**src/rtl/ascon_pack.sv**
```systemverilog
// Shared types, round-count constants and helpers for the ASCON permutation.
package ascon_pack;

  typedef logic [4:0][63:0] type_state;
  typedef logic [3:0]       type_idx;
  typedef enum logic { ST_IDLE, ST_RUN } type_fsm;

  localparam int      ROUNDS_A    = 12;
  localparam int      ROUNDS_B    = 8;
  localparam type_idx IDX_START_A = 4'd0;
  localparam type_idx IDX_START_B = 4'd4;
  localparam type_idx IDX_LAST    = 4'd11;

  // Round constant: high nibble counts down from F while the low nibble counts up.
  function automatic logic [7:0] round_const(input type_idx idx);
    return {4'hF - idx, idx};
  endfunction

  function automatic logic [63:0] rotr(input logic [63:0] x, input int n);
    return (x >> n) | (x << (64 - n));
  endfunction

endpackage

```
**src/rtl/ascon_layers.sv**
```systemverilog
// The three combinational round layers: constant addition, substitution, linear diffusion.
module ascon_pc
  import ascon_pack::*;
(
  input  type_state state_i,
  input  type_idx   idx_i,
  output type_state state_o
);
  logic [7:0] rc_w;

  assign rc_w = round_const(idx_i);

  always_comb begin
    state_o          = state_i;
    state_o[2][7:0]  = state_i[2][7:0] ^ rc_w;
  end
endmodule

module ascon_ps
  import ascon_pack::*;
(
  input  type_state state_i,
  output type_state state_o
);
  logic [63:0] a0, a1, a2, a3, a4;
  logic [63:0] b0, b1, b2, b3, b4;

  // Bit-sliced 5-bit S-box applied to all 64 columns at once.
  assign a0 = state_i[0] ^ state_i[4];
  assign a1 = state_i[1];
  assign a2 = state_i[2] ^ state_i[1];
  assign a3 = state_i[3];
  assign a4 = state_i[4] ^ state_i[3];

  assign b0 = a0 ^ (~a1 & a2);
  assign b1 = a1 ^ (~a2 & a3);
  assign b2 = a2 ^ (~a3 & a4);
  assign b3 = a3 ^ (~a4 & a0);
  assign b4 = a4 ^ (~a0 & a1);

  assign state_o[0] = b0 ^ b4;
  assign state_o[1] = b1 ^ b0;
  assign state_o[2] = ~b2;
  assign state_o[3] = b3 ^ b2;
  assign state_o[4] = b4;
endmodule

module ascon_pl
  import ascon_pack::*;
(
  input  type_state state_i,
  output type_state state_o
);
  assign state_o[0] = state_i[0] ^ rotr(state_i[0], 19) ^ rotr(state_i[0], 28);
  assign state_o[1] = state_i[1] ^ rotr(state_i[1], 61) ^ rotr(state_i[1], 39);
  assign state_o[2] = state_i[2] ^ rotr(state_i[2], 1)  ^ rotr(state_i[2], 6);
  assign state_o[3] = state_i[3] ^ rotr(state_i[3], 10) ^ rotr(state_i[3], 17);
  assign state_o[4] = state_i[4] ^ rotr(state_i[4], 7)  ^ rotr(state_i[4], 41);
endmodule

```
**src/rtl/ascon_round_ctrl.sv**
```systemverilog
// IDLE/RUN sequencer: round index, busy/done flags and the state-load enable.
module ascon_round_ctrl
  import ascon_pack::*;
(
  input  logic    clock_i,
  input  logic    reset_i,
  input  logic    start_i,
  input  logic    rounds_sel_i,
  output logic    load_o,
  output type_idx idx_o,
  output logic    busy_o,
  output logic    done_o,
  output type_fsm fsm_o
);
  type_fsm fsm_q;
  type_idx idx_q;
  logic    busy_q;
  logic    done_q;

  // start_i is only honoured in IDLE, which includes the cycle where done_o is high.
  assign load_o = (fsm_q == ST_IDLE) && start_i;
  assign idx_o  = idx_q;
  assign busy_o = busy_q;
  assign done_o = done_q;
  assign fsm_o  = fsm_q;

  always_ff @(posedge clock_i) begin
    if (reset_i) begin
      fsm_q  <= ST_IDLE;
      idx_q  <= IDX_START_A;
      busy_q <= 1'b0;
      done_q <= 1'b0;
    end else begin
      done_q <= 1'b0;
      case (fsm_q)
        ST_IDLE: begin
          if (start_i) begin
            idx_q  <= rounds_sel_i ? IDX_START_B : IDX_START_A;
            busy_q <= 1'b1;
            fsm_q  <= ST_RUN;
          end
        end
        ST_RUN: begin
          // The index parks at the last value rather than wrapping.
          if (idx_q == IDX_LAST) begin
            busy_q <= 1'b0;
            done_q <= 1'b1;
            fsm_q  <= ST_IDLE;
          end else begin
            idx_q <= idx_q + 4'd1;
          end
        end
        default: fsm_q <= ST_IDLE;
      endcase
    end
  end
endmodule

```
**src/rtl/ascon_permutation.sv**
```systemverilog
// Iterative ASCON permutation: one Pc->Ps->Pl round per clock over a 320-bit state register.
module ascon_permutation
  import ascon_pack::*;
(
  input  logic      clock_i,
  input  logic      reset_i,
  input  logic      start_i,
  input  logic      rounds_sel_i,
  input  type_state state_i,
  output logic      busy_o,
  output logic      done_o,
  output type_state state_o
);
  type_state state_q, state_d;
  type_state pc_w, ps_w, pl_w;
  type_idx   idx_w;
  type_fsm   fsm_w;
  logic      load_w;

  ascon_round_ctrl u_ctrl (
    .clock_i      (clock_i),
    .reset_i      (reset_i),
    .start_i      (start_i),
    .rounds_sel_i (rounds_sel_i),
    .load_o       (load_w),
    .idx_o        (idx_w),
    .busy_o       (busy_o),
    .done_o       (done_o),
    .fsm_o        (fsm_w)
  );

  ascon_pc u_pc (.state_i(state_q), .idx_i(idx_w), .state_o(pc_w));
  ascon_ps u_ps (.state_i(pc_w),    .state_o(ps_w));
  ascon_pl u_pl (.state_i(ps_w),    .state_o(pl_w));

  always_comb begin
    state_d = state_q;
    if (load_w)
      state_d = state_i;
    else if (fsm_w == ST_RUN)
      state_d = pl_w;
  end

  always_ff @(posedge clock_i) begin
    if (reset_i)
      state_q <= '0;
    else
      state_q <= state_d;
  end

  assign state_o = state_q;
endmodule
```
**config.mk**
```make
export PLATFORM = sky130hd
export DESIGN_NAME = ascon_permutation
export DESIGN_NICKNAME = d
export VERILOG_FILES = /design/src/rtl/ascon_pack.sv /design/src/rtl/ascon_layers.sv /design/src/rtl/ascon_round_ctrl.sv /design/src/rtl/ascon_permutation.sv
export SDC_FILE = /design/constraint.sdc
export NUM_CORES = 1
export LEC_CHECK = 0
export BUFFER_PORTS_ARGS = -buffer_cell sky130_fd_sc_hd__buf_2
export CORE_AREA = 5 5 248 250
export DETAILED_ROUTE_END_ITERATION = 8
export DIE_AREA = 0 0 253 255
export GPL_TIMING_DRIVEN = 0
export PLACE_DENSITY_LB_ADDON = 0.25
export SLEW_MARGIN = 10
export SYNTH_ARGS = -nofsm -noshare
export SYNTH_HDL_FRONTEND = slang
export SYNTH_SLANG_ARGS = --single-unit
```
**constraint.sdc**
```tcl
create_clock -name clock_i -period 5.8 [get_ports clock_i]
set_clock_uncertainty 0.15 [all_clocks]
set_input_delay 0.29 -clock clock_i [delete_from_list [all_inputs] [get_ports clock_i]]
set_output_delay 0.29 -clock clock_i [all_outputs]
set_load 0.05 [all_outputs]
```
==> results of run 1 <==
==> registers in the layout, indices dropped and copies added, names as in the netlist <==
register and count:
state_o 320, u_ctrl.busy_o 1, u_ctrl.idx_o 4, u_ctrl.done_o 1, u_ctrl.fsm_o 1
==> metrics by stage <==
stage               setup slack [ns]  utilization [%]  instances  hold WS, ns
finish                         2.133            64.16       5074     0.001377
global route                   2.245            64.14       5069      0.01257
CTS                            2.373            64.06       5069     0.001148
detailed placement             2.428            56.93       4709       0.3879
global placement               2.015            56.85       4709       0.3837
floorplan                      3.337                -       3293       0.2946
==> metal layers <==
metal | vias up | GRT usage (%)
li1 | 13120 | -
met1 | 15240 | 64.71
met2 | 2789 | 77.33
met3 | 831 | 14.98
met4 | 6 | 41.68
met5 | - | 0
==> repair_timing <==
item | 4_1_cts | 5_1_grt
setup endpoints to repair | 0 | 0
buffers inserted | 0 | 0
hold endpoints to repair | 289 | 0
hold buffers | 289 | 0
==> cells by family after synthesis <==
group	count (synthesis)	share of synthesized area, %
adders and majority gates	188	7.540
AOI/OAI and AO/OA	643	18.14
DFF	327	22.39
buffers and inverters	407	5.251
muxes	107	3.676
xor gates and xnor gates	1109	35.50
and+or+nand+nor	512	7.501
==> worst max path at each step <==
stage                                from      endpoint  slack (ns)  cells past startpoint
after floorplan              state_o[134]  state_o[252]        3.34                      7
after global placement            start_i   state_o[69]        2.02                      6
after detailed placement  u_ctrl.idx_o[0]  state_o[192]        2.43                      8
after CTS                 u_ctrl.idx_o[0]  state_o[192]        2.37                      8
after global routing      u_ctrl.idx_o[0]  state_o[192]        2.25                      8
final                        state_o[252]   state_o[32]        2.13                      6
==> worst max-delay path, delay by kind of cell (launching register included) <==
kind,cells,cell delay [ns]
flops,1,0.41
fa+ha+maj,1,0.31
buf+inv,1,0.10
xor+xnor,3,2.39
compound gates,1,0.15
==> cell type report <==
cell class | count | area, µm² | area share (%)
Timing Repair Buffer | 932 | 6111 | 16.20
Clock buffer | 63 | 1209 | 3.204
Antenna cell | 5 | 12.51 | 0.03317
Buffer | 179 | 688.2 | 1.824
Inverter | 228 | 855.8 | 2.269
Multi-Input combinational cell | 2559 | 21240 | 56.31
Clock inverter | 8 | 92.59 | 0.2454
Sequential cell | 327 | 6546 | 17.35
Tap cell | 773 | 967.2 | 2.564
==> cells in the mapped netlist (3+ instances only) <==
| cell type | count |
|---|---|
| a2111oi_0 | 3 |
| a2111oi_1 | 13 |
| a211oi_1 | 392 |
| a21oi_1 | 16 |
| a21oi_2 | 3 |
| buf_1 | 7 |
| buf_2 | 3 |
| clkbuf_1 | 168 |
| dfxtp_1 | 327 |
| ha_1 | 129 |
| inv_1 | 228 |
| maj3_1 | 59 |
| mux2i_1 | 106 |
| nand2_1 | 328 |
| nand2b_1 | 7 |
| nor2_1 | 74 |
| nor2b_1 | 92 |
| o211a_1 | 199 |
| o21ai_0 | 13 |
| or2_2 | 5 |
| xnor2_1 | 821 |
| xnor2_2 | 73 |
| xor2_1 | 202 |
| xor2_2 | 11 |
==> flow_metrics.py, run 1 <==
metrics = {
    "outcome": {
        "status": "finished, violations left",
        "violations": "capacitance limit, slew limit",
    },
    "hold_path": {
        "hold_depth": 4,
        "hp-start": "state_i[76]",
        "whs_endpoint": "state_o[76]",
        "hp-class": "in2reg",
    },
    "critical_path": {
        "slowest_delay_ns": 1.07,
        "crit_top_cell": "xnor2_1",
        "rrSetupSlack_ns": 2.13,
        "reg2reg_depth": 6,
        "end_kind": "flop",
        "worstSetupPathType": "reg2reg",
        "crit_chain": "inv_1 -> ha_1 -> xor2_1 -> xnor2_1 -> xnor2_1 -> a211oi_1",
        "cp_data_arrival_time_ns": 3.94,
        "required_ns": 6.07,
        "crit_path_top_delay_cell": "xor2_1",
        "startpoint_type": "flop",
        "regToRegStartpoint": "state_o[252]",
        "cp_max_fo": 5,
        "r2r-end": "state_o[32]",
    },
    "synth": {
        "ys_async_sr_fraction_pct": 0,
        "syn_area_per_cell_um2": 8.879,
        "synth-seq-cells": 327,
        "synth_cells": 3293,
        "synth_edf_count": 0,
        "synth_area_um2": 29240,
        "syn_nets": 3746,
        "synth_area_leaders": "xnor2_1 25%, dfxtp_1 22%, a211oi_1 10%, o211a_1 6.8%, xor2_1 6.1%",
        "yosys.area.top_type": "xnor2_1",
        "synth_warnings": 0,
        "ys_seq_area_share_pct": 22.39,
        "synthFlopType": "dfxtp_1",
        "synth_top_cell_area_share_pct": 24.59,
        "synth_cell_types": 36,
    },
    "routing": {
        "top_layer": "met5",
        "wl_per_cell_um": 35.28,
        "routedLengthMet1_um": 65310,
        "ant_nets": 0,
        "drt-initial-drc-count": 4838,
        "viasPerCell": 6.305,
        "wl_met2_um": 72780,
        "detail_route.wirelength_um": 179000,
        "num_vias": 31990,
        "drtPass1Iterations": 6,
        "drc_errors": 0,
        "met3WireLength_um": 22120,
    },
    "floorplan": {
        "die_x_um": 253,
        "rows": 89,
        "pin_count": 646,
        "die_y_um": 255,
        "initial_core_util_pct": 49.73,
        "core_area_um2": 58800,
        "die_area_um2": 64520,
    },
    "finish": {
        "syn2layout_area_growth_pct": 29.01,
        "final_cell_mix": "814 x xnor2_1, 646 x buf_2, 392 x a211oi_1",
        "post_route_cells_drive_above_1_share_pct": 19.09,
        "final_common_cell": "xnor2_1",
        "post-route-cell-area_um2": 37720,
        "fillers": 5034,
        "fin_nets": 4721,
    },
    "place": {
        "io_buffers": 643,
        "gp_congestion": 1.131,
        "place_area_um2": 33470,
        "hpwl_um": 143600,
    },
    "sta": {
        "finalHoldViolations": 0,
        "setup_violations": 0,
        "post-route-period-util_pct": 63.23,
        "rsz0062_at_grt": "no",
        "timing.fmax_mhz": 272.7,
        "worst_pin_slew_ns": 1.566,
        "slew_headroom_pct": -4.377,
        "drv_slew": 26,
        "fin_setup_tns_ns": 0,
        "fin_crit_ns": 3.667,
    },
    "clocking": {
        "clk_pin_slew_ns": 0.06,
        "root_buffer": "clkbuf_16",
        "cts_resized": 0,
        "clock_latency_ns": 0.59,
        "cts_tree": "built",
        "cts.sinks": 327,
        "cts-htree-levels": 2,
        "cts-buffers-inserted": 41,
        "clock_path_buffers": 3,
    },
    "run": {
        "max-cap-violations": 3,
    },
    "global_routing": {
        "gr-total-overflow": 0,
        "grt_pass1_vias": 30680,
        "grt_first_pass_wirelength_um": 238700,
        "grt_max_degree": 12,
        "antenna_found_initial": 8,
        "grt_usage_pct": 52.66,
    },
}
Power of run 1 is not shown: default switching activity piles up to over one toggle a cycle in this logic, so the estimate is an artifact.
==> run 2, diff against run 1 <==
Settings changed: CORE_AREA 5 5 248 250 to 5 5 246 248, DIE_AREA 0 0 253 255 to 0 0 251 253.
Clock period 5.8 ns to 3.3 ns, I/O delays scaled along.
==> flow_metrics.py, run 2 (synthesis results as in run 1) <==
metrics = {
    "critical_path": {
        "crit_top_cell": "xnor2_1",
        "end_kind": "flop",
        "slowest_delay_ns": 1.13,
        "worstSetupPathType": "reg2reg",
        "crit_chain": "inv_1 -> ha_1 -> xnor2_1 -> xnor2_1 -> xnor2_1 -> xnor2_1 -> a211oi_1",
        "required_ns": 3.67,
        "cp_max_fo": 5,
        "crit_path_top_delay_cell": "xnor2_1",
        "cp_data_arrival_time_ns": 3.92,
        "startpoint_type": "flop",
    },
    "floorplan": {
        "rows": 89,
        "core_area_um2": 58240,
        "initial_core_util_pct": 50.21,
        "die_y_um": 253,
        "pin_count": 646,
        "die_x_um": 251,
        "die_area_um2": 63500,
    },
    "clocking": {
        "clock_latency_ns": 0.60,
        "root_buffer": "clkbuf_16",
        "post_cts_buffers": 0,
        "cts_tree": "built",
        "clock_path_buffers": 3,
        "cts.sinks": 327,
        "clk_pin_slew_ns": 0.07,
        "cts-htree-levels": 2,
        "cts-buffers-inserted": 42,
    },
    "routing": {
        "drt-initial-drc-count": 4795,
        "drc_errors": 0,
        "num_vias": 32620,
        "viasPerCell": 6.384,
        "ant_nets": 0,
        "wl_per_cell_um": 35.83,
        "drtPass1Iterations": 6,
        "detail_route.wirelength_um": 183100,
    },
    "sta": {
        "post-route-period-util_pct": 107.6,
        "drv_slew": 21,
        "fin_ws_ns": -0.2524,
        "setup_violations": 22,
        "rsz0062_at_grt": "no",
        "worst_pin_slew_ns": 1.538,
        "timing.fmax_mhz": 281.5,
        "fin_setup_tns_ns": -1.619,
        "fin_crit_ns": 3.552,
        "finalHoldViolations": 0,
        "slew_headroom_pct": -3.270,
    },
    "place": {
        "gp_congestion": 1.089,
        "hpwl_um": 143900,
        "io_buffers": 643,
    },
    "global_routing": {
        "gr-total-overflow": 0,
        "grt_max_degree": 13,
        "grt_usage_pct": 54.69,
        "grt_first_pass_wirelength_um": 245600,
        "grt_pass1_vias": 31510,
        "antenna_found_initial": 7,
    },
    "hold_path": {
        "hp-class": "in2reg",
    },
    "finish": {
        "final_cell_mix": "799 x xnor2_1, 646 x buf_2, 392 x a211oi_1",
        "fin_nets": 4752,
        "largest_register_ffs": 320,
        "post_route_cells_drive_above_1_share_pct": 19.85,
        "syn2layout_area_growth_pct": 31.34,
        "final_common_cell": "xnor2_1",
    },
    "outcome": {
        "violations": "capacitance limit, slew limit, setup timing",
        "status": "finished, violations left",
    },
    "run": {
        "max-cap-violations": 4,
    },
}
## run 2: critical path, delay by kind of cell, from the launching register on
family / cells / cell delay (ns)
DFF: 1 / 0.61
buffers and inverters: 1 / 0.13
AOI/OAI and AO/OA: 1 / 0.25
adders and majority gates: 1 / 0.26
xor gates and xnor gates: 4 / 2.05
## run 2: metrics by stage
step | util (%) | worst slack (ns) | cells | hold WS (ns) | area, µm²
4_1_cts | 65.69 | 0.001825 | 5105 | 0.004456 | 38260
2_1_floorplan | - | 0.8374 | 3293 | 0.1696 | 29240
3_3_place_gp | 57.39 | -0.4110 | 4709 | 0.3354 | 33420
6_report | 65.94 | -0.2524 | 5109 | 0.04688 | 38400
3_5_place_dp | 57.56 | -0.2489 | 4710 | 0.3341 | 33520
5_1_grt | 65.93 | 0.0001181 | 5107 | 0.03108 | 38400
## run 2: area by class of cell
cell class	count	area, µm²
well taps	773	967.2
diodes	3	7.507
fillers	4572	19840
inverters	228	855.8
clock inverters	18	255.2
repair buffers	962	6414
clock buffers	60	1282
flip-flops and latches	327	6546
plain buffers	179	701.9
multi-input cells	2559	21370
## run 2: per-layer routing
metal	vias up	part of all wire, %	global-route usage (%)	routed length [µm]
li1	13210	-	-	-
met1	15340	35	65.28	64420
met2	3110	40	80.36	74070
met3	948	14	19.61	25110
met4	6	11	41.65	19430
met5	-	0.027	0	49
## run 2: timing repair
action | 4_1_cts | 5_1_grt
hold buffers | 317 | 0
gates resized for setup | 4 | 23
endpoints found under the hold margin | 317 | 0
endpoints found under the setup margin | 7 | 48
## run 2: final timing paths
| kind | start | endpoint | slack, ns | cells after the start |
|---|---|---|---|---|
| max reg2reg | state_o[100] | state_o[17] | -0.25 | 7 |
| min reg2reg | u_ctrl.busy_o | u_ctrl.busy_o | 0.40 | 2 |
| max | state_o[100] | state_o[17] | -0.25 | 7 |
| min | state_i[96] | state_o[96] | 0.05 | 4 |
Power of run 2 is left out for the same reason.
